$ cat src/rtl/mem_port_arbiter.sv
// Single shared memory port arbiter for instruction fetch and data access.
// Data has priority, fetch is protected by a starvation limit, and every access runs issue/wait/response.
module mem_port_arbiter #(
    parameter int unsigned ADDR_W     = 64,
    parameter int unsigned DATA_W     = 64,
    parameter int unsigned MEM_LAT    = 2,
    parameter int unsigned STARVE_MAX = 2
) (
    input  logic              clk,
    input  logic              rst,
    input  logic              if_req,
    input  logic [ADDR_W-1:0] if_addr,
    output logic [31:0]       if_rdata,
    output logic              if_valid,
    input  logic              dm_req,
    input  logic              dm_we,
    input  logic [ADDR_W-1:0] dm_addr,
    input  logic [DATA_W-1:0] dm_wdata,
    output logic [DATA_W-1:0] dm_rdata,
    output logic              dm_valid,
    input  logic              flush,
    output logic              stall_if,
    output logic              stall_mem,
    output logic              mem_en,
    output logic              mem_we,
    output logic [ADDR_W-1:0] mem_addr,
    output logic [DATA_W-1:0] mem_wdata,
    input  logic [DATA_W-1:0] mem_rdata
);

    localparam int unsigned SKIP_W = (STARVE_MAX < 1) ? 1 : $clog2(STARVE_MAX + 1);
    localparam int unsigned LAT_W  = (MEM_LAT < 2) ? 1 : $clog2(MEM_LAT);
    localparam logic [SKIP_W-1:0] SKIP_LIMIT = SKIP_W'(STARVE_MAX);
    localparam logic [LAT_W-1:0]  LAT_LAST   = LAT_W'(MEM_LAT - 1);

    typedef enum logic [1:0] {
        S_IDLE,
        S_ISSUE,
        S_WAIT,
        S_RESP
    } state_e;

    typedef enum logic {
        OWN_IF,
        OWN_DM
    } owner_e;

    state_e            state_q, state_d;
    owner_e            owner_q, owner_d;
    logic [SKIP_W-1:0] skip_cnt_q, skip_cnt_d;
    logic [LAT_W-1:0]  lat_cnt_q, lat_cnt_d;
    logic              drop_q, drop_d;
    logic [ADDR_W-1:0] mem_addr_q, mem_addr_d;
    logic              mem_we_q, mem_we_d;
    logic [DATA_W-1:0] mem_wdata_q, mem_wdata_d;
    logic [31:0]       if_rdata_q, if_rdata_d;
    logic [DATA_W-1:0] dm_rdata_q, dm_rdata_d;
    logic              grant_if;
    logic              fetch_active;

    // NOTE: every signal written here gets its default first, so no path leaves one unassigned and infers a latch.
    always_comb begin
        state_d      = state_q;
        owner_d      = owner_q;
        skip_cnt_d   = skip_cnt_q;
        lat_cnt_d    = lat_cnt_q;
        drop_d       = drop_q;
        mem_addr_d   = mem_addr_q;
        mem_we_d     = mem_we_q;
        mem_wdata_d  = mem_wdata_q;
        if_rdata_d   = if_rdata_q;
        dm_rdata_d   = dm_rdata_q;

        // Fetch wins a contested grant only once data has been granted STARVE_MAX times in a row.
        grant_if     = if_req && (!dm_req || (skip_cnt_q >= SKIP_LIMIT));
        fetch_active = (state_q != S_IDLE) && (owner_q == OWN_IF);

        unique case (state_q)
            S_IDLE: begin
                drop_d = 1'b0;
                if (if_req || dm_req) begin
                    state_d = S_ISSUE;
                    if (grant_if) begin
                        owner_d     = OWN_IF;
                        mem_addr_d  = if_addr;
                        mem_we_d    = 1'b0;
                        mem_wdata_d = '0;
                        skip_cnt_d  = '0;
                    end else begin
                        owner_d     = OWN_DM;
                        mem_addr_d  = dm_addr;
                        mem_we_d    = dm_we;
                        mem_wdata_d = dm_wdata;
                        if (if_req && (skip_cnt_q < SKIP_LIMIT)) begin
                            skip_cnt_d = skip_cnt_q + SKIP_W'(1);
                        end
                    end
                end
            end
            S_ISSUE: begin
                state_d   = S_WAIT;
                lat_cnt_d = '0;
            end
            S_WAIT: begin
                if (lat_cnt_q == LAT_LAST) begin
                    state_d   = S_RESP;
                    lat_cnt_d = '0;
                    if (owner_q == OWN_IF) begin
                        if_rdata_d = mem_rdata[31:0];
                    end else if (!mem_we_q) begin
                        dm_rdata_d = mem_rdata;
                    end
                end else begin
                    lat_cnt_d = lat_cnt_q + LAT_W'(1);
                end
            end
            S_RESP: begin
                state_d = S_IDLE;
                drop_d  = 1'b0;
            end
            default: state_d = S_IDLE;
        endcase

        // A flush in the response cycle masks if_valid directly, so only earlier cycles need the flag.
        if (fetch_active && flush && (state_q != S_RESP)) begin
            drop_d = 1'b1;
        end
    end

    // NOTE: state registers use non-blocking assignments so every flop samples pre-edge values.
    always_ff @(posedge clk or negedge rst) begin
        if (!rst) begin
            state_q     <= S_IDLE;
            owner_q     <= OWN_IF;
            skip_cnt_q  <= '0;
            lat_cnt_q   <= '0;
            drop_q      <= 1'b0;
            mem_addr_q  <= '0;
            mem_we_q    <= 1'b0;
            mem_wdata_q <= '0;
            if_rdata_q  <= '0;
            dm_rdata_q  <= '0;
        end else begin
            state_q     <= state_d;
            owner_q     <= owner_d;
            skip_cnt_q  <= skip_cnt_d;
            lat_cnt_q   <= lat_cnt_d;
            drop_q      <= drop_d;
            mem_addr_q  <= mem_addr_d;
            mem_we_q    <= mem_we_d;
            mem_wdata_q <= mem_wdata_d;
            if_rdata_q  <= if_rdata_d;
            dm_rdata_q  <= dm_rdata_d;
        end
    end

    assign mem_en    = (state_q == S_ISSUE);
    assign mem_we    = mem_en && mem_we_q;
    assign mem_addr  = mem_addr_q;
    assign mem_wdata = mem_wdata_q;
    assign if_rdata  = if_rdata_q;
    assign dm_rdata  = dm_rdata_q;

    assign if_valid  = (state_q == S_RESP) && (owner_q == OWN_IF) && !drop_q && !flush;
    assign dm_valid  = (state_q == S_RESP) && (owner_q == OWN_DM);

    // A dropped fetch keeps the fetch stage stalled until a fetch actually returns.
    assign stall_if  = if_req && !if_valid;
    assign stall_mem = dm_req && !dm_valid;

endmodule

$ cat config.mk
export PLATFORM = sky130hd
export DESIGN_NAME = mem_port_arbiter
export DESIGN_NICKNAME = d
export VERILOG_FILES = /design/src/rtl/mem_port_arbiter.sv
export SDC_FILE = /design/constraint.sdc
export NUM_CORES = 1
export LEC_CHECK = 0
export CAP_MARGIN = 20
export CORE_AREA = 2 2 189 191
export CTS_CLUSTER_DIAMETER = 40
export CTS_CLUSTER_SIZE = 30
export DETAILED_ROUTE_END_ITERATION = 8
export DIE_AREA = 0 0 191 193
export DONT_BUFFER_PORTS = 1
export PLACE_DENSITY = 0.5
export SYNTH_ARGS = -nofsm -noshare
export SYNTH_HDL_FRONTEND = slang
export SYNTH_SLANG_ARGS = --single-unit
$ cat constraint.sdc
create_clock -name clk -period 2.8 [get_ports clk]
set_clock_uncertainty 0.15 [all_clocks]
set_input_delay 0.84 -clock clk [delete_from_list [all_inputs] [get_ports clk]]
set_output_delay 0.84 -clock clk [all_outputs]
set_load 0.005 [all_outputs]
==> results.json, run 1 <==
{
  "status": "finished, violations left",
  "violations": "hold timing",
  "cts_tree": "built",
  "syn_area_sq_um": 9690,
  "max_stage_delay_ps": 410,
  "holdWs_ps": -119,
  "grt_setup_unrepaired": "false",
  "netlist_instances": 890,
  "vias_per_cell": 5.02,
  "yosys_warnings": 0,
  "synth-xor-area-share_pct": 0,
  "yosys.cell_types.count": 29,
  "fp.dieW_um": 191,
  "synthSimpleGateAreaFrac_pct": 15.1,
  "coreArea_sq_um": 35000,
  "synth-seq-cells": 232,
  "die-area_sq_um": 36900,
  "hpwl_mm": 20.4,
  "synth_flop_cell": "dfrtp_1",
  "start_util_pct": 27.7,
  "vias": 6796,
  "drv_cap": 0,
  "top_layer_used": "met4",
  "ctsRootBufferMaster": "clkbuf_16",
  "synth_compound_area_share_pct": 9.09,
  "synth.most_common_cell": "nand2_1",
  "die_y_um": 193,
  "htree_levels": 2,
  "slew_headroom_pct": 43.7,
  "powerDensity_nw_per_um2": 1290,
  "drt_pass1_iterations": 5,
  "met3WireLength_mm": 3.48,
  "crit_arrival_ps": 1700,
  "seqCellArea_sq_um": 5810,
  "grt_pass1_wl_mm": 43.2,
  "final-instance-count-excl-fill": 1353,
  "tightest_slew_ps": 845,
  "synth_top_family_by_area": "simple AND/OR/NAND/NOR gates",
  "routedWlPerCell_um": 22.3,
  "wl_met1_mm": 11.4,
  "grt_pass1_vias": 6822,
  "synth_mux_area_share_pct": 11.4,
  "portBuffers": 0,
  "slew_viol_final": 0,
  "yosys.area.top_type": "dfrtp_1",
  "worstPathRequired_ps": 1810,
  "peakVddDrop_uv": 538,
  "max_freq_ghz": 0.372,
  "finalSetupTns_ps": 0,
  "setup-violations-final": 0,
  "drtIter0Drc": 289,
  "post-route-period-util_pct": 96.0,
  "std_cell_rows": 69,
  "areaGrowthSynthToFinish_pct": 17.2,
  "place.gp.congestion": 0.763,
  "hp-class": "in -> async",
  "ys_seq_area_share_pct": 59.9,
  "path_class": "reg -> out",
  "slowest_stage": "dfrtp_1",
  "design_power_total_mw": 14.6,
  "synth_commonest_cells": "262 x nand2_1, 232 x dfrtp_1, 98 x mux2_2, 64 x nand4_1, 60 x o211ai_1",
  "multi_input_area_sq_um": 3550,
  "finalHoldViolCount": 134,
  "grt_max_degree": 233,
  "drive_above_1_share_pct": 20.7,
  "cts_setup_buffers": 0,
  "nets": 1130,
  "place_inst": 1287,
  "wl_met2_mm": 14.6,
  "async_reset_ff_share_pct": 100,
  "worst_setup_path_end_kind": "output pin",
  "num-fill-cells": 3564,
  "p_leak_nw": 4.73,
  "cts.sinks": 232,
  "antenna_found_initial": 2,
  "avgSynthCellArea_sq_um": 10.9,
  "overflow": 0,
  "wirelength_mm": 30.2,
  "syn-num-nets": 1157,
  "clock_path_buffers": 3,
  "final.min_clock_period_ps": 2690,
  "ant_nets": 0,
  "drc": 0,
  "grt_use_total_pct": 15.4,
  "cp_max_fo": 4,
  "synthAdderAreaFrac_pct": 0.646,
  "clk_pin_slew_ps": 60,
  "worstSkewPairLatency_ps": 520,
  "synth-edff-count": 0,
  "synth_top_area_share_pct": 59.9,
  "cts_made_buffers": 35,
  "path_cells": "ha_1 -> nor4b_2 -> buf_4",
  "critPathLaunchType": "flop",
  "synthTopCellsByArea": "dfrtp_1 60%, mux2_2 11%, nand2_1 10%, o211ai_1 4.6%, nand4_1 4.1%",
  "ioPinCount": 492
}
==> cell type report <==
type                    count  area share (%)
flip-flops and latches    232            51.1
multi-input cells         578            31.3
clock buffers              37            8.05
well taps                 461            5.08
clock inverters            27            2.84
repair buffers             12            1.45
inverters                   4           0.132
diodes                      2          0.0441
==> registers in the layout, indices dropped and copies added (netlist names) <==
| signal | count |
|---|---|
| skip_cnt_q | 2 |
| lat_cnt_q | 1 |
| mem_wdata | 64 |
| mem_we_q | 1 |
| dm_rdata | 64 |
| if_rdata | 32 |
| mem_addr | 64 |
| drop_q | 1 |
| state_q | 2 |
| owner_q | 1 |
==> routing by layer <==
metal	vias to the layer above	GRT usage, %
li1	3054	-
met1	3342	18.0
met2	361	24.9
met3	39	6.70
met4	0	6.20
met5	-	0
==> cell usage in the layout, fill, tap and decap left out, drive strengths merged <==
cell	count
a21oi	1
clkinv	9
o31ai	1
nor2b	3
clkinvlp	3
nand4b	1
bufinv	5
nand3b	1
a21o	1
o21ai	67
and2	3
or3b	1
o22a	1
o21a	1
inv	14
diode	2
buf	12
nor3	1
nand2	262
o211ai	64
mux2	98
o41ai	1
nand4	64
clkbuf	37
nor2	1
ha	5
nor4b	1
dfrtp	232
==> final timing paths <==
| kind | start | endpoint | slack (ps) | cells after the start |
|---|---|---|---|---|
| setup / recovery | state_q[0] | if_valid | 110 | 3 |
| hold / removal | rst | mem_wdata[7] | -120 | 0 |
| setup reg to reg | skip_cnt_q[0] | mem_addr[49] | 650 | 6 |
| hold reg to reg | skip_cnt_q[0] | skip_cnt_q[0] | 360 | 1 |
| max in group asynchronous | rst | mem_addr[41] | 2020 | 0 |
| min in group clk | dm_wdata[31] | mem_wdata[31] | 300 | 2 |
==> where the power goes <==
| group | internal, mW | switching [mW] |
|---|---|---|
| logic | 1.55 | 2.03 |
| clock network | 2.89 | 1.68 |
| registers | 5.00 | 1.46 |
==> worst max-delay path: cells and delay by family (launching register included) <==
| family | cells | cell delay, ps |
|---|---|---|
| flops | 1 | 410 |
| buf+inv | 1 | 200 |
| fa+ha+maj | 1 | 220 |
| simple gates | 1 | 360 |
==> through the flow <==
step	setup WS, ps	util (%)	cell area, sq um
6_report	112	32.5	11400
3_3_place_gp	150	28.9	10100
5_1_grt	8.04	32.5	11400
3_5_place_dp	130	28.9	10100
4_1_cts	59.4	32.5	11400
2_1_floorplan	116	-	9690
==> cell families after synthesis <==
kind of cell,Yosys count
AND/OR/NAND/NOR,338
flip-flops,232
AO/OA/AOI/OAI,137
multiplexers,98
buffers and inverters,80
adder cells (fa/ha/maj),5
==> timing repair <==
item | in CTS | in global routing
gates resized for setup | 1 | 0
endpoints found under the setup margin | 2 | 0
hold endpoints to repair | 232 | 232
No activity file was read; power rests on OpenSTA's default activity.
==> inputs of run 2 (changes only) <==
--- a/config.mk
+++ b/config.mk
@@ -12,7 +12,7 @@
 export DETAILED_ROUTE_END_ITERATION = 8
 export DIE_AREA = 0 0 191 193
 export DONT_BUFFER_PORTS = 1
-export PLACE_DENSITY = 0.5
+export PLACE_DENSITY = 0.42
 export SYNTH_ARGS = -nofsm -noshare
 export SYNTH_HDL_FRONTEND = slang
 export SYNTH_SLANG_ARGS = --single-unit
==> results.json, run 2 (synthesized netlist as in run 1, its figures left out) <==
{
  "hpwl_mm": 21.2,
  "die-area_sq_um": 36900,
  "vias_per_cell": 4.97,
  "clock_path_buffers": 3,
  "p_sw_share_pct": 34.7,
  "coreArea_sq_um": 35000,
  "slew_viol_final": 0,
  "ctsRootBufferMaster": "clkbuf_16",
  "crit_arrival_ps": 1610,
  "p_leak_nw": 4.80,
  "mostFrequentLayoutCell": "nand2_1",
  "finalHoldViolCount": 94,
  "p_seq_share_pct": 43.0,
  "grt_setup_unrepaired": "false",
  "ioPinCount": 492,
  "routedWlPerCell_um": 23.3,
  "worstSkewPairLatency_ps": 520,
  "critPathLaunchType": "flop",
  "std_cell_rows": 69,
  "nets": 1135,
  "grt_max_degree": 233,
  "p_int_mw": 9.85,
  "crit_path_end": "stall_if",
  "post-route-period-util_pct": 92.9,
  "r2r_slack_ps": 690,
  "start_util_pct": 27.7,
  "reg2reg_depth": 6,
  "final.min_clock_period_ps": 2600,
  "num_antenna_cells": 0,
  "status": "finished, violations left",
  "peakVddDrop_uv": 610,
  "antenna_found_initial": 1,
  "final_cell_mix": "262 x nand2_1, 232 x dfrtp_1, 98 x mux2_2, 64 x nand4_1, 60 x o211ai_1",
  "startpoint": "state_q[1]",
  "overflow": 0,
  "final-instance-count-excl-fill": 1359,
  "setup-violations-final": 0,
  "clk_pin_slew_ps": 50,
  "areaGrowthSynthToFinish_pct": 18.7,
  "dp_slack_ps": 343,
  "drive_above_1_share_pct": 20.8,
  "grt_pass1_vias": 7071,
  "cp.depth": 3,
  "fp.dieW_um": 191,
  "max_freq_ghz": 0.384,
  "tightest_slew_ps": 879,
  "finalSetupTns_ps": 0,
  "drv_cap": 0,
  "place_inst": 1287,
  "violations": "hold timing",
  "wirelength_mm": 31.6,
  "critical_path.n_buffers_inverters": 0,
  "grt_pass1_wl_mm": 45.0,
  "net-switching-power_mw": 5.22,
  "portBuffers": 0,
  "fin_ws_ps": 197,
  "drtIter0Drc": 280,
  "cts_setup_buffers": 0,
  "slowest_stage": "dfrtp_1",
  "powerDensity_nw_per_um2": 1310,
  "design_power_total_mw": 15.1,
  "die_y_um": 193,
  "slew_headroom_pct": 41.4,
  "path_class": "reg -> out",
  "r2r_start": "skip_cnt_q[0]",
  "vias": 6751,
  "hp-class": "in -> async",
  "cts_tree": "built",
  "drc": 0,
  "combPwrFrac_pct": 23.9,
  "cts_made_buffers": 40,
  "holdWs_ps": -139,
  "ant_nets": 0,
  "p_clk_share_pct": 33.1,
  "drt_pass1_iterations": 4,
  "cp_top_family": "simple AND/OR/NAND/NOR gates",
  "grt_use_total_pct": 16.2,
  "r2r_end": "mem_wdata[18]",
  "worst_setup_path_end_kind": "output pin",
  "htree_levels": 2,
  "worstPathRequired_ps": 1810,
  "max_stage_delay_ps": 390,
  "cts.sinks": 232,
  "path_cells": "ha_1 -> nor4b_2 -> nor2b_1",
  "place.gp.congestion": 0.758,
  "cp_max_fo": 4
}
run 2: cell count changes in the layout (fill, tap and decap cells not counted), moves of 2 or more:
cell and delta:
clkbuf_8 +4, clkbuf_16 +5, clkbuf_1 +5, diode_2 -2, inv_6 -5, clkinv_4 +2
run 2: how the worst min path moves through the flow:
stage | endpoint | cells after the start | from
6_report | mem_wdata[12] | 0 | rst
5_1_grt | mem_wdata[10] | 0 | rst
4_1_cts | mem_wdata[12] | 0 | rst
3_5_place_dp | drop_q | 2 | drop_q
3_3_place_gp | skip_cnt_q[0] | 1 | skip_cnt_q[0]
2_1_floorplan | drop_q | 2 | drop_q
run 2: power groups by stage:
stage,Sequential [mW],Clock (mW),Combinational [mW]
floorplan,5.95,0,2.85
global placement,6.58,0,3.57
detailed placement,6.55,0,3.69
CTS,6.53,5.11,3.67
global route,6.71,5.29,4.07
finish,6.48,4.99,3.61
run 2: final cells by class:
cell class / instances / area, sq um
sequential: 232 / 5810
inverter: 4 / 15.0
clock buffer: 51 / 1110
clock inverter: 21 / 264
timing repair buffer: 12 / 178
tap: 461 / 577
multi-input combinational: 578 / 3550
fill: 3581 / 23500
run 2: metrics by stage:
step                instance area, sq um  hold slack (ps)  util, %
global placement                   10100              342     28.9
detailed placement                 10100              344     28.9
global route                       11500             -166     32.9
floorplan                           9690              297        -
CTS                                11500             -165     32.9
finish                             11500             -139     32.9
run 2: per-layer routing:
metal  vias up  track usage (%)  part of all wire, %  routed length [um]
met5         -                0                0.044                  14
met4         2             5.99                  2.8                 883
met3        61             7.55                   13                3960
met2       378             26.9                   48               15200
met1      3258             18.2                   36               11500
li1       3052                -                    -                   -
run 2: timing repair:
action | CTS | global route
setup endpoints to repair | 1 | 0
hold endpoints to repair | 232 | 232
gates resized for setup | 1 | 0
